==> src/rtl/fp_round_pipe.sv <==
// fp_round_pipe: two-stage IEEE-754 rounding pipeline with valid/ready handshakes
module fp_round_pipe #(
  parameter int EW = 8,
  parameter int MW = 23
) (
  input  logic          clk,
  input  logic          rst,
  input  logic          in_valid,
  output logic          in_ready,
  input  logic          in_sign,
  input  logic [EW-1:0] in_exp,
  input  logic [MW:0]   in_mant,
  input  logic [2:0]    in_grs,
  input  logic          in_ovf,
  input  logic [2:0]    in_rm,
  output logic          out_valid,
  input  logic          out_ready,
  output logic          out_sign,
  output logic [EW-1:0] out_exp,
  output logic [MW:0]   out_mant,
  output logic          out_ovf,
  output logic          out_inexact
);
  localparam logic [EW-1:0] E_MAX = '1;
  localparam logic [EW-1:0] E_TOP = {{(EW-1){1'b1}}, 1'b0};
  logic          s1_valid, s1_sign, s1_x, s1_ovf;
  logic [EW-1:0] s1_exp;
  logic [MW+1:0] s1_sum;
  logic [2:0]    s1_rm;
  logic          adv1, adv2;
  logic [2:0]    mode;
  logic          x, inc_raw, inc;
  logic [MW+1:0] sum;
  logic          carry, ovf, to_inf;
  logic [EW-1:0] n_exp, f_exp;
  logic [MW:0]   n_mant, f_mant;
  assign adv2     = !out_valid | out_ready;
  assign adv1     = !s1_valid | adv2;
  assign in_ready = adv1;
  // stage 1: pick the increment for the selected mode and add it to the mantissa
  always_comb begin
    mode    = in_rm > 3'd4 ? 3'd0 : in_rm;
    x       = |in_grs;
    inc_raw = mode == 3'd0 ? in_grs[2] & (in_grs[1] | in_grs[0] | in_mant[0]) :
              mode == 3'd1 ? 1'b0 :
              mode == 3'd2 ? in_sign & x :
              mode == 3'd3 ? !in_sign & x : in_grs[2];
    inc     = inc_raw & !(in_exp == E_MAX & !in_ovf);
    sum     = {1'b0, in_mant} + (MW+2)'(inc);
  end
  // stage 2: renormalise after carry, promote subnormals, saturate on overflow
  always_comb begin
    carry  = s1_sum[MW+1];
    ovf    = s1_ovf | (carry & s1_exp == E_TOP);
    n_exp  = carry ? s1_exp + EW'(1) :
             (s1_exp == '0 & !s1_ovf) ? {{(EW-1){1'b0}}, s1_sum[MW]} : s1_exp;
    n_mant = carry ? s1_sum[MW+1:1] : s1_sum[MW:0];
    to_inf = s1_rm == 3'd0 | s1_rm == 3'd4 | (s1_rm == 3'd3 & !s1_sign) | (s1_rm == 3'd2 & s1_sign);
    f_exp  = ovf ? (to_inf ? E_MAX : E_TOP) : n_exp;
    f_mant = ovf ? (to_inf ? '0 : '1) : n_mant;
  end
  // stage 1 register: loads a new beat whenever the stage can move
  always_ff @(posedge clk) begin
    if (rst) begin
      s1_valid <= 1'b0;
      s1_sign  <= 1'b0;
      s1_exp   <= '0;
      s1_sum   <= '0;
      s1_x     <= 1'b0;
      s1_ovf   <= 1'b0;
      s1_rm    <= '0;
    end else if (adv1) begin
      s1_valid <= in_valid;
      if (in_valid) begin
        s1_sign <= in_sign;
        s1_exp  <= in_exp;
        s1_sum  <= sum;
        s1_x    <= x;
        s1_ovf  <= in_ovf;
        s1_rm   <= mode;
      end
    end
  end
  // stage 2 register: output beat, held while downstream stalls
  always_ff @(posedge clk) begin
    if (rst) begin
      out_valid   <= 1'b0;
      out_sign    <= 1'b0;
      out_exp     <= '0;
      out_mant    <= '0;
      out_ovf     <= 1'b0;
      out_inexact <= 1'b0;
    end else if (adv2) begin
      out_valid <= s1_valid;
      if (s1_valid) begin
        out_sign    <= s1_sign;
        out_exp     <= f_exp;
        out_mant    <= f_mant;
        out_ovf     <= ovf;
        out_inexact <= s1_x | ovf;
      end
    end
  end
endmodule

==> config.mk <==
export PLATFORM = sky130hd
export DESIGN_NAME = fp_round_pipe
export DESIGN_NICKNAME = d
export VERILOG_FILES = /design/src/rtl/fp_round_pipe.sv
export SDC_FILE = /design/constraint.sdc
export NUM_CORES = 1
export LEC_CHECK = 0
export ABC_AREA = 1
export CORE_MARGIN = 2
export CORE_UTILIZATION = 50
export CTS_BUF_LIST = sky130_fd_sc_hd__clkbuf_8
export CTS_CLUSTER_DIAMETER = 30
export DETAILED_ROUTE_END_ITERATION = 8
export DONT_BUFFER_PORTS = 1
export SYNTH_ARGS = -nofsm -noshare
export SYNTH_HDL_FRONTEND = slang
export SYNTH_SLANG_ARGS = --single-unit
export TNS_END_PERCENT = 100
==> constraint.sdc <==
create_clock -name clk -period 3.8 [get_ports clk]
set_clock_uncertainty 0.05 [all_clocks]
set_input_delay 0.57 -clock clk [delete_from_list [all_inputs] [get_ports clk]]
set_output_delay 0.57 -clock clk [all_outputs]
set_load 0.01 [all_outputs]
==> results.cfg <==
[worst_hold_path]
worstHoldEndpoint = s1_valid
worstHoldStart = rst
hold_depth = 1
hold_path.class = input port to flip-flop

[sta]
setup_viol = 0
min_period_ns = 2.17
hold_viol = 0
slew_violations = 0
setup_tns_ns = 0
grt_setup_unrepaired = false
slew_headroom_pct = 34.7
min_period_over_period_pct = 57.2
timing.fmax_mhz = 460
hold-worst-slack_ns = 0.237
setup_slack_ns = 1.63
worstMarginPinSlew_ns = 0.979

[logic_synthesis]
syn_inst = 570
synth_fp_nets = 620
synth_edf_count = 0
synth_top_area_share_pct = 38.5
syn_area_per_cell_sq_um = 6.93
synth_warnings = 0
ys_seq_elements = 76
synthTopCellsByArea = dfxtp_1, nand2_1, a21oi_1
synth_most_common_cell = nand2_1
synth_area_leader_cell = dfxtp_1
yosysUniqueCellTypes = 33
async_flop_share_pct = 0
synth_area_sq_um = 3950
synth_seq_area_share_pct = 38.5
synth_commonest_cells = nand2_1, dfxtp_1, inv_1, a21oi_1, o21ai_0
synth_ff_type = dfxtp_1

[final_layout]
fin_area_sq_um = 4130
fin_cells = 664
fin_nets = 607
drive_above_1_share_pct = 5.34
utilization_pct = 53.7
fill_cells = 817
area_growth_pct = 4.60
antennaDiodeCount = 0

[place]
dp_hpwl_mm = 7.30
port-buffer-count = 0
postPlaceCellArea_sq_um = 3940
dp_cells = 648
gp_congestion = 0.914
place_ws_ns = 1.41

[die]
num_rows = 32
floorplan.initialDensity_pct = 51.4
die_w_microns = 92.9
dieHeight_microns = 92.9
coreArea_sq_um = 7690
boundaryPins = 81
dieArea_sq_um = 8620

[setup_path]
end_kind = flip-flop
rr_startpoint = out_valid
reg2reg_slack_ns = 1.63
r2r_cells = 6
crit_type = flip-flop to flip-flop
worst_ep_arrival_time_ns = 2.40
cp-start-kind = flip-flop
worstReg2RegEnd = out_exp[0]
cp_max_fo = 39
cp_data_required_time_ns = 4.03

[clock_network]
cts_resized = 0
clock-sinks = 76
cts_setup_buffers = 0
clk_pin_slew_ns = 0.09
postCtsHoldBufs = 0
htreeDepth = 3
insertion_delay_ns = 0.35
cts_tree = yes
cts_root_buf = clkbuf_8
cts_buffers = 9
cts_buffer_depth = 2

[run]
maxCapViolCount = 0

[detailed_routing]
ant_nets = 0
drc = 0
dr_total_vias = 3597
dr.pass1.iters = 4
drt_first_iter_violations = 155
wl_mm = 9.88
drt-wirelength-per-cell_microns = 14.9
via_per_inst = 5.42

[power]
power_leakage_nw = 1.69
ir_worst_vdd_v = 0.000182
p_total_mw = 1.69
p_per_area_nw_per_um2 = 410

[global_routing]
grt_max_degree = 56
grt_overflow = 0
grt_pass1_wl_mm = 15.6
grt_use_met2_pct = 31.2
use_met1_pct = 34.9
grt_use_total_pct = 22.9
antenna_found_initial = 0
busiest_layer = met1
grt_pass1_vias = 3152
grtUsageMet3_pct = 5.94

[run_status]
status = complete, no violations
[per-layer routing]
metal	part of all wire [%]	up-vias	routed length, microns
li1	-	1853	-
met1	51	1632	5030
met2	41	103	4030
met3	7.3	9	717
met4	1.1	0	106
met5	0	-	0
[area by class of cell]
class	count	area, sq um	area share [%]
Multi-Input combinational cell	395	2000	48.4
Sequential cell	76	1520	36.8
Inverter	71	267	6.45
Clock buffer	10	138	3.33
Tap cell	102	128	3.09
Clock inverter	6	47.5	1.15
Timing Repair Buffer	4	30.0	0.727
[worst max-delay path, cell delays in order, from the launching register on]
cell	delay, ns
dfxtp_1	0.38
a21oi_2	0.15
buf_4	0.33
nand2_1	0.13
o21ai_2	0.79
nand2_1	0.12
a21oi_1	0.14
[state kept, by name, indices dropped and copies added, names as in the netlist, 3 cells and up]
| name | flops |
|---|---|
| out_exp | 8 |
| s1_rm | 3 |
| out_mant | 24 |
| s1_exp | 8 |
| s1_sum | 25 |
[kinds of logic (layout without fill, tap and decap cells)]
logic type / Yosys count / in the layout / share of synthesized area, %
AOI/OAI and AO/OA: 166 / 166 / 23.1
xor gates and xnor gates: 15 / 15 / 3.33
adders and majority gates: 6 / 6 / 1.90
buffers and inverters: 99 / 91 / 10.8
DFF: 76 / 76 / 38.5
and+or+nand+nor: 208 / 208 / 22.3
[how the worst max path moves through the flow]
stage	depth (start not counted)	slack, ns	endpoint	startpoint
after global routing	6	1.39	out_mant[21]	s1_valid
after detailed placement	14	1.41	s1_sum[16]	in_rm[0]
after floorplan	14	1.62	s1_sum[16]	in_rm[0]
after CTS	6	1.64	out_exp[0]	out_valid
final	6	1.63	out_exp[0]	out_valid
after global placement	14	1.45	s1_sum[16]	in_rm[1]
[cell usage in the layout (no fill, tap or decap), types with 2 or more instances in the layout]
cell type and n:
nand2_1 114, dfxtp_1 76, inv_1 68, o21ai_0 66, a21oi_1 66, nor2_1 49
o211ai_1 25, nand3_1 22, clkbuf_8 10, xnor2_1 9, nand4_1 6, xor2_1 6
nand3b_1 6, ha_1 6, nor3_1 4, clkinvlp_4 4, buf_4 4, a31oi_1 3
nand2_2 2, inv_2 2
[report_power, final]
| part | total [mW] | internal [mW] | switching, mW | leakage (nW) |
|---|---|---|---|---|
| Clock | 0.573 | 0.258 | 0.315 | 0.0811 |
| Sequential | 0.911 | 0.857 | 0.0538 | 0.628 |
| Combinational | 0.209 | 0.0731 | 0.135 | 0.982 |
Power figures use the tool's default switching activity.
==> edit 1 (same settings) <==
Set the parameter `MW` to 46 (it was 23).
--- a/src/rtl/fp_round_pipe.sv
+++ b/src/rtl/fp_round_pipe.sv
@@ -3,3 +3,3 @@
   parameter int EW = 8,
-  parameter int MW = 23
+  parameter int MW = 46
 ) (
Interface: changed (resized in_mant and out_mant); port bits go from 81 to 127. No check against the original RTL was run, so the function may have changed too.
==> edit 1 against the unedited design <==
Final area rose by 74%. Cell count rose by 76%. Wire length rose by 100%. Sequential cell count rose by 46. Combinational power grew 91%. Synthesized cell count rose by 77%. Worst setup slack got worse by 0.32 ns. Count of clock-buffer cells in the layout rose by 9. Power up 79%. Area after synthesis up 70%. Critical path type is now in -> reg.
==> edit 1: results <==
export IMPL_startpoint="in_rm[2]"
export IMPL_hpwl_um=14900
export IMPL_nMultiInputCombCells=707
export IMPL_gp_congestion=0.942
export IMPL_num_nonclk_inverters=128
export IMPL_avgSynthCellArea_um2=6.65
export IMPL_status="complete, no violations"
export IMPL_final_cells=1171
export IMPL_synth_top_cells_by_area="dfxtp_1 (36%), nand2_1 (12%), a21oi_1 (7.1%)"
export IMPL_rr_worst_depth=5
export IMPL_ys_top_cells_by_count="nand2_1 (215), inv_1 (125), dfxtp_1 (122)"
export IMPL_cts_buffers=17
export IMPL_dpl_cell_area_um2=6770
export IMPL_vdd_ir_drop_worst_v=0.000296
export IMPL_power_leakage_nw=2.95
export IMPL_drive_gt1_share_pct=7.84
export IMPL_place_ws_ns=0.873
export IMPL_worst_pin_slew_ns=0.805
export IMPL_wl_um=19900
export IMPL_fillers=1333
export IMPL_yosys_area_share_adder_pct=0.932
export IMPL_clock_latency_ns=0.44
export IMPL_arrival_ns=2.79
export IMPL_top_regs="s1_sum x48, out_mant x47"
export IMPL_numPortBuffers=0
export IMPL_ys_types=30
export IMPL_clockBufferCount=19
export IMPL_gr_usage_all_layers_pct=28.1
export IMPL_h_tree_depth=4
export IMPL_drtPass1Iterations=6
export IMPL_min_to="s1_rm[2]"
export IMPL_grt_pass1_vias=6224
export IMPL_grt_max_degree=86
export IMPL_vias=6457
export IMPL_clock_area_share_pct=5.62
export IMPL_ff2ff_setup_slack_ns=1.32
export IMPL_bufAreaShareNonClock_pct=0.802
export IMPL_finalHoldWorstSlack_ns=0.172
export IMPL_reg2reg_to="out_mant[11]"
export IMPL_synth_compound_area_share_pct=22.8
export IMPL_yosysSeqAreaShare_pct=36.4
export IMPL_dp_cells=1139
export IMPL_buffers=6
export IMPL_multiInputGateArea_um2=3570
-- edit 1: where the power goes --
group	switching (mW)	total (mW)	internal, mW	leakage (nW)
clock network	0.542	1.16	0.620	0.193
registers	0.0854	1.46	1.38	1.01
logic	0.260	0.400	0.139	1.75
-- edit 1: critical path, cell delays in order --
cell and delay (ns):
inv_1 0.03, nand2_1 0.09, inv_1 0.06, nor3_1 0.15, o31ai_1 0.10, a21oi_1 0.13, ha_1 0.19, ha_1 0.18
nand2_1 0.07, nor2_2 0.24, nand2_1 0.21, nor2_1 0.31, nand2_1 0.09, nand2_1 0.07, nand3_1 0.13, nand2_1 0.12
inv_1 0.04
-- edit 1: layer usage --
metal / global-route usage [%] / wire length (µm)
met1: 34.4 / 8600
met2: 46.9 / 9520
met3: 6.56 / 1110
met4: 12.4 / 678
met5: 0 / 0
==> edit 2 (config.mk and constraints unchanged) <==
Made on the original files. Register the output `out_ovf` once more; this adds one clock of latency there. The other outputs are not delayed to match.
--- a/src/rtl/fp_round_pipe.sv
+++ b/src/rtl/fp_round_pipe.sv
@@ -25,2 +25,4 @@
   localparam logic [EW-1:0] E_TOP = {{(EW-1){1'b1}}, 1'b0};
+
+  logic out_ovf_s0;
   logic          s1_valid, s1_sign, s1_x, s1_ovf;
@@ -90,3 +92,3 @@
       out_mant    <= '0;
-      out_ovf     <= 1'b0;
+      out_ovf_s0  <= 1'b0;
       out_inexact <= 1'b0;
@@ -98,3 +100,3 @@
         out_mant    <= f_mant;
-        out_ovf     <= ovf;
+        out_ovf_s0  <= ovf;
         out_inexact <= s1_x | ovf;
@@ -103,2 +105,6 @@
   end
+  always_ff @(posedge clk) begin
+    out_ovf <= out_ovf_s0;
+  end
+
 endmodule
Function: changed (Yosys sat finds a counterexample within 4 cycles, from zero or initial values and one cycle with rst high).
==> edit 2 against the unedited design <==
Clock power is 8.2% higher. Power is 3.5% higher. Wire length is 1.1% lower. First-iteration DRC count is 1.9% higher. Final area is 0.79% higher. Cell count is 0.15% higher. Sequential cell count is 1 higher. Largest cell class unchanged. Global-route usage is 0.61 points higher. Synthesized cell count is 0.35% higher. Area after synthesis is 0.54% higher. Worst setup slack better by 0.099 ns.
==> edit 2: results <==
export IMPL_status="complete, no violations"
export IMPL_arrival_ns=2.26
export IMPL_cts_buffers=9
export IMPL_gr_usage_all_layers_pct=23.5
export IMPL_wl_per_cell_um=14.7
export IMPL_post_cts_resize_count=0
export IMPL_ctsRootBufferMaster="clkbuf_8"
export IMPL_vdd_ir_drop_worst_v=0.000170
export IMPL_crit_family="simple AND/OR/NAND/NOR gates"
export IMPL_grt_first_pass_wirelength_um=16200
export IMPL_syn_num_nets=622
export IMPL_avgSynthCellArea_um2=6.94
export IMPL_cp_max_fo=5
export IMPL_dpl_cell_area_um2=3960
export IMPL_cts_setup_buffers=0
export IMPL_holdCritPathClass="in -> reg"
export IMPL_crit_slowest_cell="ha_1"
export IMPL_gp_congestion=0.884
export IMPL_ys_top_cells_by_count="nand2_1 (115), dfxtp_1 (77), inv_1 (68)"
export IMPL_yosysSeqAreaShare_pct=38.8
export IMPL_antenna_found_initial=0
export IMPL_clock_latency_ns=0.35
export IMPL_vias=3578
export IMPL_drt_initial_drc_count=158
export IMPL_synth_top_cells_by_area="dfxtp_1 (39%), nand2_1 (11%), a21oi_1 (8.3%)"
export IMPL_p_sw_share_pct=28.0
export IMPL_worst_pin_slew_ns=0.653
export IMPL_cpPeakStageDelay_ns=0.25
export IMPL_ys_types=32
export IMPL_hpwl_um=7210
export IMPL_final_cells=665
export IMPL_dp_cells=650
export IMPL_path_clk_slew_ns=0.09
export IMPL_fin_nets=609
export IMPL_power_leakage_nw=1.71
export IMPL_drtPass1Iterations=4
export IMPL_grt_pass1_vias=3183
export IMPL_place_ws_ns=1.37
export IMPL_drive_gt1_share_pct=4.97
[edit 2: per-stage QoR]
| stage | hold WS [ns] | total power, mW |
|---|---|---|
| floorplan | 0.281 | 1.11 |
| detailed placement | 0.289 | 1.15 |
| global route | 0.219 | 1.84 |
| global placement | 0.287 | 1.14 |
| finish | 0.241 | 1.75 |
| CTS | 0.228 | 1.76 |
[edit 2: path summary, 6_finish.rpt]
path         startpoint     endpoint  slack (ns)  depth (start not counted)
min                 rst     s1_valid        0.24                          1
max            in_rm[1]   s1_sum[16]        1.73                         13
max reg2reg  s1_sum[24]  out_mant[2]        1.77                          5
min reg2reg  out_ovf_s0      out_ovf        0.31                          0
[edit 2: power groups by stage]
stage / logic, mW / registers, mW / clock network [mW]
floorplan: 0.180 / 0.927 / 0
global placement: 0.206 / 0.938 / 0
detailed placement: 0.209 / 0.940 / 0
CTS: 0.210 / 0.921 / 0.631
global route: 0.243 / 0.930 / 0.669
finish: 0.209 / 0.921 / 0.620
[edit 2: logic make-up after synthesis]
kind of cell	count (synthesis)	synth area share (%)
simple gates	211	22.3
compound gates	165	23.1
buf+inv	99	10.8
flops	77	38.8
xor+xnor	14	3.09
fa+ha+maj	6	1.89
[edit 2: routing by layer]
metal / track usage, % / wire [µm] / vias up
met5: 0 / 0 / -
met2: 32.8 / 4030 / 101
met3: 5.40 / 671 / 11
met4: 6.99 / 100 / 0
met1: 35.8 / 4970 / 1603
li1: - / - / 1863
[edit 2: final cells by class]
| class | count | area (µm²) |
|---|---|---|
| inverters | 71 | 267 |
| clock inverters | 5 | 61.3 |
| repair buffers | 4 | 30.0 |
| multi-input cells | 396 | 2000 |
| well taps | 102 | 128 |
| fillers | 783 | 3570 |
| flip-flops and latches | 77 | 1540 |
| clock buffers | 10 | 138 |
